## config.mk

```make
export PLATFORM = sky130hd
export DESIGN_NAME = axi4_lite_write_arbiter
export DESIGN_NICKNAME = d
export VERILOG_FILES = /design/src/rtl/axi4_lite_write_arbiter.sv
export SDC_FILE = /design/constraint.sdc
export NUM_CORES = 1
export LEC_CHECK = 0
export CAP_MARGIN = 10
export CORE_AREA = 2 2 147 149
export CTS_CLUSTER_SIZE = 16
export DETAILED_ROUTE_END_ITERATION = 10
export DIE_AREA = 0 0 149 151
export PLACE_DENSITY_LB_ADDON = 0.3
export SYNTH_ARGS = -nofsm -noshare
export SYNTH_HDL_FRONTEND = slang
export SYNTH_SLANG_ARGS = --single-unit
```

## constraint.sdc

```tcl
create_clock -name clk_i -period 4.1 [get_ports clk_i]
set_input_delay 0.41 -clock clk_i [delete_from_list [all_inputs] [get_ports clk_i]]
set_output_delay 0.41 -clock clk_i [all_outputs]
set_load 0.01 [all_outputs]
```

## src/rtl/axi4_lite_write_arbiter.sv

```systemverilog
`default_nettype none
// ============================================================================
// Module      : axi4_lite_write_arbiter
// Description : Round-robin arbiter sharing one AXI4-Lite write-master request
//               port between NUM_REQ requesters. The winner's address/data are
//               latched, a single start pulse is issued, and the grant is held
//               until the write master reports completion. done/fault are
//               routed back to the granted requester only.
// Revision    : 1.0 - initial release
// ============================================================================
module axi4_lite_write_arbiter #(
    parameter int NUM_REQ        = 2,
    parameter int AXI_ADDR_WIDTH = 64,
    parameter int AXI_DATA_WIDTH = 32,
    parameter int IDX_W          = $clog2(NUM_REQ)
) (
    input  logic                              clk_i,
    input  logic                              arst_i,
    input  logic [NUM_REQ-1:0]                req_i,
    input  logic [NUM_REQ*AXI_ADDR_WIDTH-1:0] req_addr_i,
    input  logic [NUM_REQ*AXI_DATA_WIDTH-1:0] req_data_i,
    output logic [NUM_REQ-1:0]                req_done_o,
    output logic [NUM_REQ-1:0]                req_fault_o,
    output logic [AXI_ADDR_WIDTH-1:0]         wr_addr_o,
    output logic [AXI_DATA_WIDTH-1:0]         wr_data_o,
    output logic                              wr_start_o,
    input  logic                              wr_done_i,
    input  logic                              wr_fault_i,
    output logic                              busy_o,
    output logic [IDX_W-1:0]                  grant_o
);

    typedef enum logic [1:0] {
        ST_IDLE  = 2'd0,
        ST_START = 2'd1,
        ST_WAIT  = 2'd2
    } state_t;

    localparam logic [IDX_W-1:0] c_LAST = IDX_W'(NUM_REQ - 1);

    state_t                    r_state;
    logic [IDX_W-1:0]          r_rr_ptr;

    logic                      w_found;
    logic [IDX_W-1:0]          w_winner;
    logic [IDX_W-1:0]          w_cand;
    int                        w_sum;

    logic [AXI_ADDR_WIDTH-1:0] w_addr_arr [NUM_REQ];
    logic [AXI_DATA_WIDTH-1:0] w_data_arr [NUM_REQ];

    // Unpack the flat address/data buses into per-requester slots
    for (genvar g = 0; g < NUM_REQ; g++) begin : g_unpack
        assign w_addr_arr[g] = req_addr_i[g*AXI_ADDR_WIDTH +: AXI_ADDR_WIDTH];
        assign w_data_arr[g] = req_data_i[g*AXI_DATA_WIDTH +: AXI_DATA_WIDTH];
    end

    // Round-robin search: first active request starting at rr_ptr, wrapping
    always_comb begin
        w_found  = 1'b0;
        w_winner = '0;
        w_cand   = '0;
        w_sum    = 0;
        for (int i = 0; i < NUM_REQ; i++) begin
            w_sum = int'(r_rr_ptr) + i;
            if (w_sum >= NUM_REQ) begin
                w_sum = w_sum - NUM_REQ;
            end
            w_cand = IDX_W'(w_sum);
            if (!w_found && req_i[w_cand]) begin
                w_found  = 1'b1;
                w_winner = w_cand;
            end
        end
    end

    // Completion is returned in the same cycle wr_done_i arrives, to the grantee only
    always_comb begin
        req_done_o  = '0;
        req_fault_o = '0;
        if (r_state == ST_WAIT && wr_done_i) begin
            req_done_o[grant_o]  = 1'b1;
            req_fault_o[grant_o] = wr_fault_i;
        end
    end

    assign busy_o = (r_state != ST_IDLE);

    // Arbitration FSM with registered grant, latched request and start pulse
    always_ff @(posedge clk_i or posedge arst_i) begin
        if (arst_i) begin
            r_state    <= ST_IDLE;
            r_rr_ptr   <= '0;
            grant_o    <= '0;
            wr_addr_o  <= '0;
            wr_data_o  <= '0;
            wr_start_o <= 1'b0;
        end else begin
            case (r_state)
                ST_IDLE: begin
                    wr_start_o <= 1'b0;
                    if (w_found) begin
                        grant_o    <= w_winner;
                        wr_addr_o  <= w_addr_arr[w_winner];
                        wr_data_o  <= w_data_arr[w_winner];
                        wr_start_o <= 1'b1;
                        r_state    <= ST_START;
                    end
                end
                ST_START: begin
                    // The pulse raised on entry lasts exactly this one cycle
                    wr_start_o <= 1'b0;
                    r_state    <= ST_WAIT;
                end
                ST_WAIT: begin
                    wr_start_o <= 1'b0;
                    if (wr_done_i) begin
                        r_rr_ptr <= (grant_o == c_LAST) ? '0 : grant_o + 1'b1;
                        r_state  <= ST_IDLE;
                    end
                end
                default: begin
                    wr_start_o <= 1'b0;
                    r_state    <= ST_IDLE;
                end
            endcase
        end
    end

endmodule
`default_nettype wire
```

## Yosys cells after proc, flatten, opt, wreduce, memory -nomap -nowiden

Cells that the tools add are included.

| storage, ports and cells | value |
|---|---|
| flip-flop bits (word level) | 101 |
| bits of input ports | 198 |
| output and inout bits | 103 |
| word-level logic and storage cells | 58 |

| cells by class | value |
|---|---|
| $add $sub $neg | 4 |
| magnitude comparators | 7 |
| equality and inequality tests | 4 |
| mux-type cells | 26 |
| bitwise operators | 2 |
| reduce and logical (&&, ||, !) cells | 9 |

Operators with widths:

| cell | count |
|---|---|
| 2-to-1 mux 64 bit | 3 |
| 2-to-1 mux 32 bit | 3 |
| 2-to-1 mux 1 bit | 14 |
| 2-to-1 mux 2 bit | 4 |
| < comparator 1 x 2 -> 1 bit (second input constant) | 3 |
| one-hot mux 2 bit (3 select lines) | 1 |
| AND reduction 2 bit | 3 |
| greater-or-equal comparator 2 bit (second input constant) | 2 |
| != test 2 bit (second input constant) | 2 |
| logical AND 1 bit | 3 |
| adder 1 x 1 -> 2 bit (second input constant) | 1 |
| AND 2 bit | 1 |
| equality test 2 x 1 -> 1 bit (second input constant) | 1 |
| equality test 2 bit (second input constant) | 1 |
| greater-or-equal comparator 1 x 2 -> 1 bit (second input constant) | 1 |
| logical NOT 2 bit | 1 |
| inverter 1 -> 2 bit | 1 |
| nonzero test 2 bit | 1 |
| subtractor 1 bit (second input constant) | 2 |
| adder 1 bit (second input constant) | 1 |
| demux 1 bit (select 1 bit) | 1 |
| greater-or-equal comparator 1 bit (second input constant) | 1 |
| logical NOT 1 bit | 1 |

## Longest topological paths before layout

| depth | value |
|---|---|
| depth after elaboration | 12 |
| gate-level depth with buffers | 7 |

## Least setup slack after synthesis

OpenSTA, ideal clock, no wires.

| path | value |
|---|---|
| path type | reg-to-output |
| from | register r_state[1] |
| to | output req_fault_o[1] |
| arrival | 1.159 ns |
| path slack | 2.531 ns |
| cell stages (with the launch flop) | 4 |
| buffers on the path | 0 |
| path through | dfrtp_1 nand2_1 nor3b_1 and2_1 |

| on the way | value |
|---|---|
| cells in the longest elaborated chain, start to end | 3 |

RTL lines:

| item | line | RTL |
|---|---|---|
| from (decl) | 41 | `state_t r_state;` |
| from (signal assigned) | 92 | `r_state <= ST_IDLE;` |
| from (signal assigned) | 107 | `r_state <= ST_START;` |
| from (signal assigned) | 113 | `r_state <= ST_WAIT;` |
| equality test 2 bit | 81 | `if (r_state == ST_WAIT && wr_done_i) begin` |
| logical AND 1 bit | 81 |  |
| 2-to-1 mux 2 bit | 81 |  |
| to (decl) | 23 | `output logic [NUM_REQ-1:0] req_fault_o,` |

No other way between the ends.

## Worst setup path after layout

| path | value |
|---|---|
| from | input wr_done_i |
| to | output req_fault_o[1] |

| on the way | value |
|---|---|
| cells in the longest elaborated chain, start to end | 2 |

RTL lines:

| item | line | RTL |
|---|---|---|
| from (decl) | 27 | `input logic wr_done_i,` |
| logical AND 1 bit | 81 |  |
| 2-to-1 mux 2 bit | 81 |  |

No other way between the ends.

==> impl_metrics.env <==
export IMPL_final_hold_violation_count=0
export IMPL_critPathMaxStageDelay_ns=0.53
export IMPL_leakage_nw=3.139
export IMPL_synth_seq_cells=101
export IMPL_endpoint_kind="output pin"
export IMPL_grt_overflow=0
export IMPL_crit_chain="clkdlybuf4s50_1, nand2_1, nor3b_1, and2_1, clkdlybuf4s50_1"
export IMPL_die_x_um=149
export IMPL_synth_cell_type_count=24
export IMPL_cts_root_buf="clkbuf_16"
export IMPL_whs_ns=0.5048
export IMPL_hold_buffers=0
export IMPL_fmax_mhz=407.2
export IMPL_layout_commonest_cell="clkdlybuf4s50_1"
export IMPL_rr_worst_depth=4
export IMPL_power_density_nw_per_um2=661.5
export IMPL_max_slew_margin=0.3751
export IMPL_grt_usage=0.1849
export IMPL_port_buffers=300
export IMPL_viasPerCell=5.129
export IMPL_num_rows=53
export IMPL_grt_pass1_wl_mm=32.49
export IMPL_r2r_start="r_rr_ptr$_DFFE_PP0P_"
export IMPL_ff2ff_setup_slack_ns=2.13
export IMPL_place_hpwl_mm=13.39
export IMPL_setup_viol=0
export IMPL_fillCellCount=2117
export IMPL_netlist_instances=581
export IMPL_place_congestion=0.7546
export IMPL_clock_latency_ns=0.35
export IMPL_vias=5693
export IMPL_h_tree_depth=3
export IMPL_fin_nets=1028
export IMPL_syn_to_final_growth_pct=66.82
export IMPL_skew_ns=0.01059
export IMPL_wl_per_cell_um=19.25
export IMPL_wirelength_mm=21.37
export IMPL_worstPathArrival_ns=2.05
export IMPL_ir_drop_mv=0.3738
export IMPL_path_buf_inv=2
export IMPL_die_y_um=151
export IMPL_synth_fp_nets=779
export IMPL_period_needed_ns=2.456
export IMPL_ff_latch_area_um2=2527
export IMPL_grt_max_degree=98
export IMPL_grt_pass1_vias=5755
export IMPL_cts_resized=0
export IMPL_critical_path_top_delay_family="buffers and inverters"
export IMPL_n_antenna_cell=0
export IMPL_cap_violations=0
export IMPL_die_area_um2=22500
export IMPL_cts_buffers=9
export IMPL_cp_start_kind="input port"
export IMPL_multi_input_area_um2=2240
export IMPL_path_class="input port to output pin"
export IMPL_cts_tree="yes"
export IMPL_start_util=0.2467
export IMPL_yosysSeqAreaShare=0.4921
export IMPL_status="complete, no violations"
export IMPL_fin_setup_tns_ns=0
export IMPL_cts_setup_buffers=0
export IMPL_antenna_found_initial=0
export IMPL_coreArea_um2=20820
export IMPL_clk_pin_slew_ns=0.08
export IMPL_rsz0062_at_grt="no"
export IMPL_crit_slowest_cell="clkdlybuf4s50_1"
export IMPL_synth_avg_cell_area_um2=8.840
export IMPL_clock_sinks=101
export IMPL_syn_area_um2=5136
export IMPL_hold_class="input port to asynchronous set/reset pin"
export IMPL_drc=0
export IMPL_cts_max_path_buffers=2
export IMPL_yosysWarnings=0
export IMPL_worst_slew_pin_slew_ns=0.9374
export IMPL_top_level_ports=301
export IMPL_drt_iter0_markers=261
export IMPL_final_max_slew_viol_count=0
export IMPL_firstDrtPassIters=4
export IMPL_startpoint="wr_done_i"
export IMPL_final_layout_size_suffix_gt1_frac=0.06587
export IMPL_timing_rr_end="wr_addr_o[40]$_DFFE_PP0P_"
export IMPL_ant_nets=0
export IMPL_fin_crit_sh=0.5989
export IMPL_crit_top_cell="clkdlybuf4s50_1"
export IMPL_cp_max_fo=3
export IMPL_critical_path_required_ns=3.69
export IMPL_final_cell_mix="clkdlybuf4s50_1 (299), dfrtp_1 (101), nand3_1 (97), a31oi_1 (97), o21ai_0 (96)"
synth_stat cells:
| master | count | area share |
|---|---|---|
| a21oi_1 | 76 | 0.074 |
| a21oi_2 | 20 | 0.034 |
| a31oi_1 | 97 | 0.12 |
| and2_1 | 2 | 0.0024 |
| and2b_2 | 1 | 0.0017 |
| buf_1 | 6 | 0.0044 |
| buf_2 | 21 | 0.020 |
| buf_4 | 4 | 0.0058 |
| buf_6 | 6 | 0.013 |
| clkbuf_1 | 36 | 0.026 |
| dfrtp_1 | 101 | 0.49 |
| inv_1 | 3 | 0.0022 |
| inv_2 | 2 | 0.0015 |
| nand2_1 | 1 | 0.00073 |
| nand2b_1 | 1 | 0.0012 |
| nand3_1 | 97 | 0.095 |
| nor2_1 | 3 | 0.0022 |
| nor2_4 | 2 | 0.0044 |
| nor3_1 | 1 | 0.00097 |
| nor3b_1 | 1 | 0.0015 |
| o21ai_0 | 96 | 0.094 |
| o21ai_1 | 2 | 0.0019 |
| o31ai_1 | 1 | 0.0015 |
| or2_1 | 1 | 0.0012 |
kinds of logic after synthesis:
logic type,synth area share
AO/OA/AOI/OAI,0.3233
AND/OR/NAND/NOR,0.1108
flip-flops,0.4921
buffers and inverters,0.07381
metrics by stage:
| stage | setup slack [ns] | cells | power [mW] | area (um^2) | util |
|---|---|---|---|---|---|
| 6_report | 1.644 | 1110 | 5.668 | 8568 | 0.4115 |
| 5_1_grt | 1.539 | 1110 | 6.059 | 8568 | 0.4115 |
| 4_1_cts | 1.626 | 1110 | 5.744 | 8568 | 0.4115 |
| 3_5_place_dp | 1.515 | 1094 | 4.813 | 8265 | 0.3969 |
| 3_3_place_gp | 1.594 | 1094 | 4.792 | 8265 | 0.3969 |
| 2_1_floorplan | 1.043 | 581 | 3.213 | 5136 | - |
worst reg2reg max path, cell delays in order (launching register included):
cell	delay, ns
dfrtp_1	0.39
and2b_2	0.83
buf_12	0.31
o21ai_0	0.15
a31oi_1	0.21
sequential cells by signal, summed over array words and instances (netlist names):
signal	cells
r_rr_ptr	1
wr_addr_o	64
r_state	2
wr_start_o	1
grant_o	1
wr_data_o	32
cell type report:
type,count,share of cell area
clock buffers,11,0.02833
clock inverters,5,0.007009
inverters,5,0.002482
multi-input cells,402,0.2614
flip-flops and latches,101,0.2950
well taps,275,0.04016
repair buffers,311,0.3657
power breakdown:
group / internal [mW] / switching [mW] / total, mW / leakage (nW)
registers: 1.51 / 0.309 / 1.82 / 1.13
logic: 1.47 / 1.47 / 2.95 / 1.86
clock network: 0.493 / 0.410 / 0.902 / 0.146
total: 3.47 / 2.19 / 5.67 / 3.14
metal layers:
metal / wire (um) / vias up / global-route usage / share of wire
met4: 351 / 0 / 0.06000 / 0.016
li1: - / 2667 / - / -
met5: 0 / - / 0 / 0
met2: 9816 / 251 / 0.2995 / 0.46
met1: 9358 / 2758 / 0.2398 / 0.44
met3: 1842 / 17 / 0.05060 / 0.086
worst max path at each step:
stage	depth (start not counted)	slack [ns]	to
floorplan	1	1.04	grant_o$_DFFE_PP0P_
global placement	5	1.59	wr_addr_o[37]$_DFFE_PP0P_
detailed placement	5	1.51	wr_addr_o[40]$_DFFE_PP0P_
CTS	5	1.63	req_fault_o[1]
global route	5	1.54	req_fault_o[1]
finish	5	1.64	req_fault_o[1]
Note: power is estimated with default switching activity, not from simulation.
